<file path="src/rtl/pin_state_filter_pkg.sv">
// Shared lane-sensor constants: channel count, pin level encoding and 100 MHz timing defaults.
package pin_state_filter_pkg;

    localparam int unsigned N_PINS = 3;

    // Filtered pin level encoding used by every consumer of pin_state
    localparam logic PIN_UP   = 1'b1;
    localparam logic PIN_DOWN = 1'b0;

    // 10 ms stability window and 1 s settle time at 100 MHz
    localparam int unsigned STABLE_CYCLES_DEFAULT = 1_000_000;
    localparam int unsigned SETTLE_CYCLES_DEFAULT = 100_000_000;

endpackage

</file>
<file path="src/rtl/pin_state_filter_channel.sv">
// One IR pin channel: two-flop synchroniser, stability filter and edge pulses.
module pin_channel_filter #(
    parameter int unsigned STABLE_CYCLES = pin_state_filter_pkg::STABLE_CYCLES_DEFAULT
) (
    input  logic clk,
    input  logic rst,
    input  logic ir_n_i,
    output logic state_o,
    output logic fall_o,
    output logic rise_o,
    output logic state_d_c_o,
    output logic flip_c_o
);
    import pin_state_filter_pkg::*;

    localparam int unsigned CNT_W = $clog2(STABLE_CYCLES);
    localparam logic [CNT_W-1:0] CNT_LAST = CNT_W'(STABLE_CYCLES - 1);

    logic             sync1_q;
    logic             sync2_q;
    logic             sample_c;
    logic [CNT_W-1:0] cnt_q;
    logic [CNT_W-1:0] cnt_d;
    logic             state_q;
    logic             state_d;
    logic             fall_q;
    logic             fall_d;
    logic             rise_q;
    logic             rise_d;

    // Bring the asynchronous sensor line into the clock domain
    always_ff @(posedge clk or posedge rst) begin
        if (rst) begin
            sync1_q <= 1'b0;
            sync2_q <= 1'b0;
        end else begin
            sync1_q <= ir_n_i;
            sync2_q <= sync1_q;
        end
    end

    // Active-low sensor: reflected beam (0) means the pin is standing
    assign sample_c = ~sync2_q;

    // Count consecutive disagreeing samples; any agreeing sample discards progress
    always_comb begin
        cnt_d   = cnt_q;
        state_d = state_q;
        fall_d  = 1'b0;
        rise_d  = 1'b0;
        if (sample_c == state_q) begin
            cnt_d = '0;
        end else if (cnt_q == CNT_LAST) begin
            cnt_d   = '0;
            state_d = sample_c;
            fall_d  = (sample_c == PIN_DOWN);
            rise_d  = (sample_c == PIN_UP);
        end else begin
            cnt_d = cnt_q + CNT_W'(1);
        end
    end

    // Filter state, counter and one-cycle edge pulses
    always_ff @(posedge clk or posedge rst) begin
        if (rst) begin
            cnt_q   <= '0;
            state_q <= PIN_UP;
            fall_q  <= 1'b0;
            rise_q  <= 1'b0;
        end else begin
            cnt_q   <= cnt_d;
            state_q <= state_d;
            fall_q  <= fall_d;
            rise_q  <= rise_d;
        end
    end

    assign state_o     = state_q;
    assign fall_o      = fall_q;
    assign rise_o      = rise_q;
    assign state_d_c_o = state_d;
    assign flip_c_o    = (state_d != state_q);

endmodule

</file>
<file path="src/rtl/pin_state_filter.sv">
// Lane pin conditioner: per-pin filtering plus down count and lane-settled detection.
module pin_state_filter #(
    parameter int unsigned N_PINS        = pin_state_filter_pkg::N_PINS,
    parameter int unsigned STABLE_CYCLES = pin_state_filter_pkg::STABLE_CYCLES_DEFAULT,
    parameter int unsigned SETTLE_CYCLES = pin_state_filter_pkg::SETTLE_CYCLES_DEFAULT
) (
    input  logic                          clk,
    input  logic                          rst,
    input  logic [N_PINS-1:0]             ir_n_i,
    input  logic                          arm_i,
    output logic [N_PINS-1:0]             pin_state_o,
    output logic [N_PINS-1:0]             pin_down_o,
    output logic [N_PINS-1:0]             pin_up_o,
    output logic [$clog2(N_PINS+1)-1:0]   down_count_o,
    output logic                          all_down_o,
    output logic                          settled_o,
    output logic                          settle_pulse_o
);
    import pin_state_filter_pkg::*;

    localparam int unsigned DC_W  = $clog2(N_PINS + 1);
    localparam int unsigned SET_W = $clog2(SETTLE_CYCLES + 1);
    localparam logic [SET_W-1:0] SETTLE_MAX = SET_W'(SETTLE_CYCLES);

    logic [N_PINS-1:0] state_c;
    logic [N_PINS-1:0] fall_c;
    logic [N_PINS-1:0] rise_c;
    logic [N_PINS-1:0] state_d_c;
    logic [N_PINS-1:0] flip_c;

    logic [DC_W-1:0]   down_count_q;
    logic [DC_W-1:0]   down_count_d;
    logic              all_down_q;
    logic              all_down_d;

    logic              clear_c;
    logic [SET_W-1:0]  settle_cnt_q;
    logic [SET_W-1:0]  settle_cnt_d;
    logic              settled_q;
    logic              settled_d;
    logic              settle_pulse_q;
    logic              settle_pulse_d;

    // One independent filter per sensor channel
    for (genvar g = 0; g < int'(N_PINS); g++) begin : g_chan
        pin_channel_filter #(
            .STABLE_CYCLES (STABLE_CYCLES)
        ) u_chan (
            .clk         (clk),
            .rst         (rst),
            .ir_n_i      (ir_n_i[g]),
            .state_o     (state_c[g]),
            .fall_o      (fall_c[g]),
            .rise_o      (rise_c[g]),
            .state_d_c_o (state_d_c[g]),
            .flip_c_o    (flip_c[g])
        );
    end

    // Summaries come from the next pin state so they move on the same edge as pin_state
    always_comb begin
        down_count_d = '0;
        for (int unsigned i = 0; i < N_PINS; i++) begin
            if (state_d_c[i] == PIN_DOWN) begin
                down_count_d = down_count_d + DC_W'(1);
            end
        end
        all_down_d = (state_d_c == '0);
    end

    // Settle timer: restart on any filtered flip or arm, otherwise count up and hold at the limit
    always_comb begin
        clear_c      = (|flip_c) | arm_i;
        settle_cnt_d = settle_cnt_q;
        if (clear_c) begin
            settle_cnt_d = '0;
        end else if (settle_cnt_q != SETTLE_MAX) begin
            settle_cnt_d = settle_cnt_q + SET_W'(1);
        end
        settled_d      = (settle_cnt_d == SETTLE_MAX);
        settle_pulse_d = settled_d & ~settled_q;
    end

    // Registered summary and settle outputs
    always_ff @(posedge clk or posedge rst) begin
        if (rst) begin
            down_count_q   <= '0;
            all_down_q     <= 1'b0;
            settle_cnt_q   <= '0;
            settled_q      <= 1'b0;
            settle_pulse_q <= 1'b0;
        end else begin
            down_count_q   <= down_count_d;
            all_down_q     <= all_down_d;
            settle_cnt_q   <= settle_cnt_d;
            settled_q      <= settled_d;
            settle_pulse_q <= settle_pulse_d;
        end
    end

    assign pin_state_o    = state_c;
    assign pin_down_o     = fall_c;
    assign pin_up_o       = rise_c;
    assign down_count_o   = down_count_q;
    assign all_down_o     = all_down_q;
    assign settled_o      = settled_q;
    assign settle_pulse_o = settle_pulse_q;

endmodule

</file>
<file path="config.mk">
export PLATFORM = sky130hd
export DESIGN_NAME = pin_state_filter
export DESIGN_NICKNAME = d
export VERILOG_FILES = /design/src/rtl/pin_state_filter_pkg.sv /design/src/rtl/pin_state_filter_channel.sv /design/src/rtl/pin_state_filter.sv
export SDC_FILE = /design/constraint.sdc
export NUM_CORES = 1
export LEC_CHECK = 0
export ABC_AREA = 1
export ABC_CLOCK_PERIOD_IN_PS = 4500
export BUFFER_PORTS_ARGS = -buffer_cell sky130_fd_sc_hd__buf_2
export CORE_MARGIN = 2
export CORE_UTILIZATION = 40
export DETAILED_ROUTE_END_ITERATION = 10
export PLACE_DENSITY = 0.55
export SYNTH_ARGS = -nofsm -noshare
export SYNTH_HDL_FRONTEND = slang
export SYNTH_HIERARCHICAL = 1
export SYNTH_SLANG_ARGS = --single-unit
</file>
<file path="constraint.sdc">
create_clock -name clk -period 4.5 [get_ports clk]
set_input_delay 0.9 -clock clk [delete_from_list [all_inputs] [get_ports clk]]
set_output_delay 0.9 -clock clk [all_outputs]
set_load 0.01 [all_outputs]
</file>
### Word level (Yosys, flattened, before mapping)

Index checks and enable logic that the tools add are counted.

* multiplexer cells: 29
* reduce and logical (&&, ||, !) cells: 2
* equality and inequality tests: 11
* bitwise gates (word level): 6
* add/subtract/negate cells: 6

Operators with widths (count)
* 20-bit two-way mux: 6
* 20-bit by 1-bit adder with 20-bit output, second input constant: 3
* 20-bit equality test, second input constant: 3
* 27-bit two-way mux: 2
* 27-bit by 1-bit adder with 27-bit output, second input constant: 1
* 27-bit equality test, second input constant: 1
* 27-bit != test, second input constant: 1
* 1-bit two-way mux: 19
* 2-bit by 1-bit adder with 2-bit output, second input constant: 2
* 2-bit two-way mux: 2
* 1-bit inverter: 4
* 1-bit equality test: 3
* 3-bit logical NOT: 1
* 1-bit != test: 3
* 3-bit OR reduction: 1
* 1-bit AND: 1
* 1-bit OR: 1

* register bits: 107
* input bits: 6
* output and inout bits: 14

### Longest topological paths before layout

Gate-level depths: netlist of run 1.

* depth in word-level cells: 9
* gate-level depth with buffers: 16
* mapped depth without buffers: 15

### By module

Netlist of run 1, hierarchy kept.

Modules (own cells, without submodules)
* pin_channel_filter: area each 1342.5 um2, cells each 165, instances 3, seq. area each 626.9 um2
* pin_state_filter: area each 2253.4 um2, cells each 338, instances 1, seq. area each 800.8 um2

### Worst setup path before layout of run 1

No wires, ideal clock.

* path kind: reg-to-reg
* start point: register g_chan[2].u_chan.state_q
* end point: register settle_pulse_q, in the netlist settle_pulse_o
* stages on the path, launching flop included: 13
* path slack: 2.285 ns
* library setup time: 0.080 ns
* arrival: 2.135 ns
* buffers on the path: 3
* clock period less this slack: 2.215 ns
* path through: dfstp_2 > nor2_1 > nor2_1 > buf_2 > nor2_1 > nor2_1 > and3_1 > buf_6 > clkbuf_1 > nand3_1 > nor2_1 > nand4_2 > nor3_2

* longest elaborated chain between the ends: 8

Ends and longest elaborated chain
* start: declaration: RTL line pin_state_filter_channel.sv:24 `logic state_q;`
* start signal: assignment: RTL line pin_state_filter_channel.sv:72 `state_q <= state_d;`
* 1-bit two-way mux / 1-bit equality test (equally long branches): RTL line pin_state_filter_channel.sv:53, pin_state_filter_channel.sv:51
* 1-bit two-way mux: RTL line pin_state_filter_channel.sv:51 `if (sample_c == state_q) begin`
* 1-bit != test (*): RTL line pin_state_filter_channel.sv:82 `assign flip_c_o = (state_d != state_q);`
* via flip_c[2]: RTL line pin_state_filter.sv:29 `logic [N_PINS-1:0] flip_c;`
* 3-bit OR reduction (*): RTL line pin_state_filter.sv:73 `clear_c = (|flip_c) | arm_i;`
* 1-bit OR (*): RTL line pin_state_filter.sv:73
* 27-bit two-way mux (*): RTL line pin_state_filter.sv:75 `if (clear_c) begin`
* 27-bit equality test (*): RTL line pin_state_filter.sv:80 `settled_d = (settle_cnt_d == SETTLE_MAX);`
* 1-bit AND (*): RTL line pin_state_filter.sv:81 `settle_pulse_d = settled_d & ~settled_q;`
* via settle_pulse_d: RTL line pin_state_filter.sv:42 `logic settle_pulse_d;`
* end signal: assignment: RTL line pin_state_filter.sv:97 `settle_pulse_q <= settle_pulse_d;`
* end: declaration: RTL line pin_state_filter.sv:41 `logic settle_pulse_q;`

Mark *: on every way through the listed nets, which the timed path passes. The rest lies on a longest branch.

### Final worst setup path of run 1

* start point: register g_chan[2].u_chan.cnt_q[0]
* end point: register settle_pulse_q, in the netlist settle_pulse_o

* longest elaborated chain between the ends: 9

Ends and longest elaborated chain
* start: declaration: RTL line pin_state_filter_channel.sv:22 `logic [CNT_W-1:0] cnt_q;`
* start signal: assignment: RTL line pin_state_filter_channel.sv:71 `cnt_q <= cnt_d;`
* 20-bit equality test: RTL line pin_state_filter_channel.sv:53 `end else if (cnt_q == CNT_LAST) begin`
* 1-bit two-way mux: RTL line pin_state_filter_channel.sv:53
* 1-bit two-way mux: RTL line pin_state_filter_channel.sv:51
* 1-bit != test: RTL line pin_state_filter_channel.sv:82
* via flip_c[2]: RTL line pin_state_filter.sv:29
* 3-bit OR reduction: RTL line pin_state_filter.sv:73
* 1-bit OR: RTL line pin_state_filter.sv:73
* 27-bit two-way mux: RTL line pin_state_filter.sv:75
* via settle_cnt_d[14]: RTL line pin_state_filter.sv:38 `logic [SET_W-1:0] settle_cnt_d;`
* 27-bit equality test: RTL line pin_state_filter.sv:80
* 1-bit AND: RTL line pin_state_filter.sv:81
* via settle_pulse_d: RTL line pin_state_filter.sv:42

The timed path passes the listed nets, and every way through them passes these cells.

==> impl_metrics.csv, run 1 <==
group,metric,value,unit
die,rows,45,
sta,hold_violations,0,
yosys,syn_inst,833,
yosys,synthAdderAreaFrac,1.394,%
detailed_routing,route.detailed.drc,0,
clock_tree,h-tree-depth,3,
global_routing,grt_pass1_vias,4871,
hold_path,min_to,"g_chan[0].u_chan/sync2_q",
critical_path,r2r-end,"settle_pulse_o",
cells_and_area,nNetsFinal,876,
cells_and_area,antenna_cells,0,
critical_path,cp.required,4.78,ns
clock_tree,cts.sinks,107,
sta,timing.final.crit_period,2.922,ns
clock_tree,cts_resized,0,
power_and_ir_drop,power_density,270.8,mW/mm2
die,fp.dieArea,0.01672,mm2
clock_tree,tritoncts,"yes",
sta,fin_crit_sh,64.94,%
critical_path,critical_path_class,"reg2reg",
yosys,synth_top_family_by_area,"simple AND/OR/NAND/NOR gates",
yosys,synthMuxAreaShare,0,%
clock_tree,clkLatencyLatePin,0.36,ns
global_routing,grt_pass1_wl,23710,um
placement,place_hpwl,10380,um
global_routing,track_usage,18.04,%
sta,worst-slew-pin-transition,0.9703,ns
placement,io_buffer_count,19,
clock_tree,cts-root-buf,"clkbuf_16",
sta,rsz0062_at_grt,"false",
sta,finalClockSkew,0.008865,ns
sta,fin_setup_tns,0,ns
placement,gp_congestion,0.8735,
hold_path,worstHoldStart,"g_chan[0].u_chan/sync1_q",
yosys,ys_seq_area_share,42.69,%
sta,relSlewSlack,35.24,%
die,fp.dieW,129.3,um
cells_and_area,layout_commonest_cell,"nor2_1",
detailed_routing,vias_per_cell,4.693,
global_routing,grt-busiest-layer,"met2",
yosys,synthSimpleGateAreaFrac,41.77,%
die,die_y,129.3,um
critical_path,cp-start-kind,"flop",
global_routing,antenna_found_initial,0,
yosys,synth_compound_area_share,2.171,%
die,core,0.01526,mm2
global_routing,use_met2,28.48,%
sta,slew_violations,0,
global_routing,grt_use_met3,3.633,%
sta,layout_setup_ws,1.578,ns
cells_and_area,drive_gt1_share,16.01,%
clock_tree,clock_path_buffers,2,
detailed_routing,wl_per_cell,12.74,um
global_routing,grt_util_met1,25.46,%
yosys,syn_area,0.006281,mm2
yosys,syn_avg_cell_area,7.540,um2
run_status,status,"finished clean",
critical_path,reg2reg_from,"g_chan[2].u_chan/cnt_q[0]",
clock_tree,ctsHoldBuffers,0,
detailed_routing,first_pass_iters,5,
sta,fmaxAchievable,342.2,MHz
critical_path,crit_fanout,13,
detailed_routing,wl,13740,um
detailed_routing,vias,5064,
detailed_routing,ant_nets,0,
detailed_routing,drtIter0Drc,331,
hold_path,min_path_type,"reg2reg",
yosys,ys_ff_latch,107,
clock_tree,cts_buffers,9,
die,io_pins,20,
cells_and_area,area_growth,10.80,%
yosys,synth_xor_area_share,4.741,%
clock_tree,postCtsSetupBuffers,0,
sta,setup_viol,0,
job,drv_cap,0,
yosys,synth_cell_types,36,
cells_and_area,final_cell_mix,"179 x nor2_1, 163 x nand2_1, 106 x inv_1, 104 x dfrtp_1, 66 x nand3_1",
power_and_ir_drop,p_leak,0.003127,uW
critical_path,worst-r2r-cell-count,13,
placement,pre_cts_ws,1.531,ns
critical_path,endpoint_kind,"flop",
hold_path,min_delay_path_depth,0,
power_and_ir_drop,vdd_drop_max,0.0002265,V
yosys,yosysWarnings,6,
critical_path,r2r_slack,1.58,ns
clock_tree,clkSlewWorstSetupHoldPaths,0.07,ns
global_routing,grt_overflow,0,
critical_path,critPathArrivalTime,3.20,ns
die,initial_core_util,41.16,%
yosys,synth_nets,846,
global_routing,grt_max_degree,33,
[critical path, stage by stage (launching register included)]
cell      delay [ns]
dfrtp_1         0.40
ha_1            0.23
nand3_1         0.14
nor2_2          0.08
nand3_4         0.16
nor2_1          0.06
nor2_1          0.13
and3_1          0.50
clkinv_1        0.50
nor2_4          0.22
nand2_1         0.07
nor2_2          0.10
nand4_2         0.10
nor3_2          0.16
[Yosys cell counts, drive strengths merged]
cell,count,area (um2)
and3,2,12.51
a31oi,1,6.260
nand4,21,137.6
clkinv,1,3.750
nor3b,6,60.06
dfrtp,104,2603
o21bai,1,7.510
a21oi,9,45.04
buf,4,26.27
dfstp,3,78.83
nor2,229,1059
a21o,1,7.510
inv,112,420.4
or2,1,6.260
nand3,73,422.9
nand3b,3,22.52
ha,7,87.58
xor2,25,219.0
clkbuf,1,3.750
o21ai,14,70.06
xnor2,9,78.83
nor3,18,110.1
nand2,188,793.3
[area by class of cell]
type,count,area [um2]
sequential,107,2681
fill,1546,8299
timing repair buffer,24,132.6
inverter,113,424.2
clock inverter,5,68.82
multi-input combinational,608,3146
tap,211,264.0
clock buffer,11,242.7
[registers in the layout (all words and copies together), names as in the netlist]
signal and cells:
all_down_o 1, down_count_o 2, g_chan.u_chan/cnt_q 60, g_chan.u_chan/fall_o 3, g_chan.u_chan/rise_o 3, g_chan.u_chan/state_o 3, g_chan.u_chan/sync1_q 3, g_chan.u_chan/sync2_q 3
settle_cnt_q 27, settle_pulse_o 1, settled_o 1
[report_power, final]
part / internal, uW / switching (uW) / leakage (uW)
registers: 972 / 9.93 / 0.00144
logic: 19.4 / 54.6 / 0.00153
clock network: 456 / 373 / 0.000150
[cell families (layout without fill, tap and decap cells)]
group,after synthesis,count (layout)
simple gates,541,541
buf+inv,118,153
flops,107,107
xor+xnor,34,34
compound gates,26,26
fa+ha+maj,7,7
[layer usage]
| layer | routed length (um) | vias to the layer above | share of wire (%) |
|---|---|---|---|
| met5 | 0 | - | 0 |
| met4 | 160 | 0 | 1.2 |
| met3 | 517 | 11 | 3.8 |
| met2 | 6289 | 63 | 46 |
| met1 | 6777 | 2346 | 49 |
| li1 | - | 2644 | - |
[worst max-delay path by stage]
| stage | start | end | slack (ns) | cells past startpoint |
|---|---|---|---|---|
| floorplan | g_chan[2].u_chan/state_o | settle_pulse_o | 2.29 | 12 |
| global placement | g_chan[2].u_chan/cnt_q[0] | settle_pulse_o | 1.63 | 13 |
| detailed placement | g_chan[2].u_chan/cnt_q[0] | settle_pulse_o | 1.53 | 13 |
| CTS | g_chan[2].u_chan/cnt_q[0] | settle_pulse_o | 1.51 | 13 |
| global route | g_chan[2].u_chan/cnt_q[0] | settle_pulse_o | 1.25 | 13 |
| finish | g_chan[2].u_chan/cnt_q[0] | settle_pulse_o | 1.58 | 13 |
[per-stage QoR]
stage	util (%)	hold slack [ns]	power [uW]	std cells	area, um2
6_report	45.61	0.3536	1885	1079	6959
5_1_grt	45.61	0.3649	1972	1079	6959
4_1_cts	45.61	0.3558	1922	1079	6959
3_5_place_dp	43.57	0.3379	1077	1063	6648
3_3_place_gp	43.57	0.3326	1077	1063	6648
2_1_floorplan	-	0.3312	1054	833	6281
No activity file was read; power rests on OpenSTA's default activity.
==> run 2, diff against run 1 <==
--- a/config.mk
+++ b/config.mk
@@ -6,12 +6,12 @@
 export NUM_CORES = 1
 export LEC_CHECK = 0
 export ABC_AREA = 1
-export ABC_CLOCK_PERIOD_IN_PS = 4500
+export ABC_CLOCK_PERIOD_IN_PS = 2400
 export BUFFER_PORTS_ARGS = -buffer_cell sky130_fd_sc_hd__buf_2
 export CORE_MARGIN = 2
 export CORE_UTILIZATION = 40
 export DETAILED_ROUTE_END_ITERATION = 10
-export PLACE_DENSITY = 0.55
+export PLACE_DENSITY = 0.57
 export SYNTH_ARGS = -nofsm -noshare
 export SYNTH_HDL_FRONTEND = slang
 export SYNTH_HIERARCHICAL = 1
==> constraint.sdc (replaced) <==
create_clock -name clk -period 2.4 [get_ports clk]
set_input_delay 0.48 -clock clk [delete_from_list [all_inputs] [get_ports clk]]
set_output_delay 0.48 -clock clk [all_outputs]
set_load 0.01 [all_outputs]
==> run 2 against run 1 <==
- global-route usage is 0.71 points higher
- core utilization increased by 1.9 points
- combinational power up 120%
- non-clock buffer count up 33
==> impl_metrics.csv, run 2 (synthesis gave the netlist of run 1 again) <==
group,metric,value,unit
placement,io_buffer_count,19,
critical_path,crit_fanout,5,
job,drv_cap,0,
critical_path,crit_chain,"ha_1 -> nand3_2 -> nor2_4 -> nand3_4 -> nor2_1 -> inv_1 -> and3_2 -> nand3_1 -> nand2_1 -> nor2_1 -> nand2_1 -> nor2_2 -> nand4_1 -> nor3_2",
global_routing,grt_overflow,0,
detailed_routing,vias_per_cell,4.753,
placement,pre_cts_ws,-0.1611,ns
clock_tree,cts.sinks,107,
cells_and_area,layout_commonest_cell,"nor2_1",
cells_and_area,nNetsFinal,910,
sta,slew_violations,0,
hold_path,min_path_type,"in2async",
critical_path,crit_slowest_cell,"dfrtp_1",
detailed_routing,vias,5290,
power_and_ir_drop,power_density,481.4,mW/mm2
clock_tree,tritoncts,"yes",
critical_path,slowest_delay,0.37,ns
cells_and_area,top_regs,"g_chan.u_chan/cnt_q: 60 flops, settle_cnt_q: 27 flops",
run_status,status,"finished clean",
placement,placedCellCount,1095,
cells_and_area,antenna_cells,0,
detailed_routing,route.detailed.drc,0,
global_routing,grt_pass1_wl,24560,um
sta,fmaxAchievable,450.5,MHz
clock_tree,clkSlewWorstSetupHoldPaths,0.08,ns
critical_path,cp.buffers_inverters,1,
cells_and_area,fin_cells,1113,
sta,worst-slew-pin-transition,0.6701,ns
placement,place_hpwl,11030,um
detailed_routing,drtIter0Drc,380,
power_and_ir_drop,vdd_drop_max,0.0004430,V
global_routing,track_usage,18.74,%
clock_tree,clock_path_buffers,2,
clock_tree,cts_buffers,9,
die,fp.dieArea,0.01672,mm2
global_routing,use_met2,29.75,%
die,rows,45,
sta,hold_violations,0,
cells_and_area,stdcell_area,0.007249,mm2
placement,placed_area,0.006888,mm2
sta,setup_viol,0,
global_routing,grt_use_met3,4.418,%
sta,layout_setup_ws,0.1801,ns
critical_path,path_delay_family,"simple AND/OR/NAND/NOR gates",
die,initial_core_util,41.16,%
detailed_routing,ant_nets,0,
critical_path,critPathArrivalTime,2.50,ns
critical_path,cp.required,2.68,ns
power_and_ir_drop,p_leak,0.003299,uW
sta,relSlewSlack,55.28,%
placement,gp_congestion,0.8591,
die,fp.dieW,129.3,um
die,core,0.01526,mm2
global_routing,grt_max_degree,33,
clock_tree,h-tree-depth,3,
sta,finalClockSkew,0.009118,ns
clock_tree,ctsHoldBuffers,0,
cells_and_area,area_growth,15.42,%
die,die_y,129.3,um
critical_path,cp-start-kind,"flop",
global_routing,grt_util_met1,25.67,%
critical_path,critical_path_class,"reg2reg",
cells_and_area,largest_reg_flops,60,
cells_and_area,drive_gt1_share,20.29,%
global_routing,grt_pass1_vias,4984,
clock_tree,cts-root-buf,"clkbuf_16",
detailed_routing,wl_per_cell,13.12,um
clock_tree,clkLatencyLatePin,0.36,ns
critical_path,endpoint_kind,"flop",
cells_and_area,final_cell_mix,"176 x nor2_1, 163 x nand2_1, 106 x inv_1, 104 x dfrtp_1, 63 x nand3_1",
global_routing,antenna_found_initial,0,
die,io_pins,20,
sta,fin_crit_sh,92.50,%
global_routing,grt-busiest-layer,"met2",
cells_and_area,largest-register,"g_chan.u_chan/cnt_q",
detailed_routing,wl,14610,um
sta,timing.final.crit_period,2.220,ns
detailed_routing,first_pass_iters,8,
-- run 2: report_power, final --
part / switching, uW / leakage, uW / internal [uW]
clock: 734 / 0.000148 / 755
combinational: 109 / 0.00171 / 50.9
sequential: 18.3 / 0.00144 / 1820
-- run 2: worst paths after layout --
path | start | to | slack (ns) | depth (start not counted)
setup / recovery | g_chan[0].u_chan/cnt_q[0] | settle_pulse_o | 0.18 | 14
hold / removal | rst | g_chan[0].u_chan/rise_o | 0.18 | 2
setup reg to reg | g_chan[0].u_chan/cnt_q[0] | settle_pulse_o | 0.18 | 14
hold reg to reg | g_chan[0].u_chan/sync1_q | g_chan[0].u_chan/sync2_q | 0.36 | 0
max in group asynchronous | rst | g_chan[0].u_chan/state_o | 1.58 | 3
min in group clk | ir_n_i[0] | g_chan[0].u_chan/sync1_q | 0.22 | 1
-- run 2: final cells by class --
class / instances / area, um2
clock inverters: 6 / 58.81
flip-flops and latches: 107 / 2681
fillers: 1542 / 8009
clock buffers: 10 / 239.0
repair buffers: 57 / 384.1
inverters: 113 / 427.9
well taps: 211 / 264.0
multi-input cells: 609 / 3194
-- run 2: what timing repair did --
item	4_1_cts	5_1_grt
buffers inserted	0	1
cloned	0	1
endpoints found under the hold margin	0	0
endpoints found under the setup margin	2	3
gates resized for setup	1	12
pin swaps	0	5
-- run 2: worst register-to-register path, stage by stage (launching register included) --
cell and delay [ns]:
dfrtp_1 0.37, ha_1 0.22, nand3_2 0.14, nor2_4 0.15
nand3_4 0.08, nor2_1 0.08, inv_1 0.08, and3_2 0.26
nand3_1 0.11, nand2_1 0.06, nor2_1 0.10, nand2_1 0.10
nor2_2 0.13, nand4_1 0.14, nor3_2 0.13
-- run 2: per-stage QoR --
stage / utilization (%) / power [uW] / hold slack (ns) / TNS [ns]
finish: 47.51 / 3490 / 0.1774 / 0
detailed placement: 45.14 / 2036 / 0.3441 / -0.2740
global route: 47.51 / 3654 / 0.2012 / -0.01442
CTS: 47.10 / 3549 / 0.1916 / 0
floorplan: - / 1976 / 0.3312 / 0
global placement: 45.14 / 2035 / 0.3566 / -0.04140
-- run 2: routing by layer --
| layer | up-vias | part of all wire (%) |
|---|---|---|
| li1 | 2726 | - |
| met1 | 2465 | 48 |
| met2 | 84 | 47 |
| met3 | 15 | 3.7 |
| met4 | 0 | 1.5 |
| met5 | - | 0 |
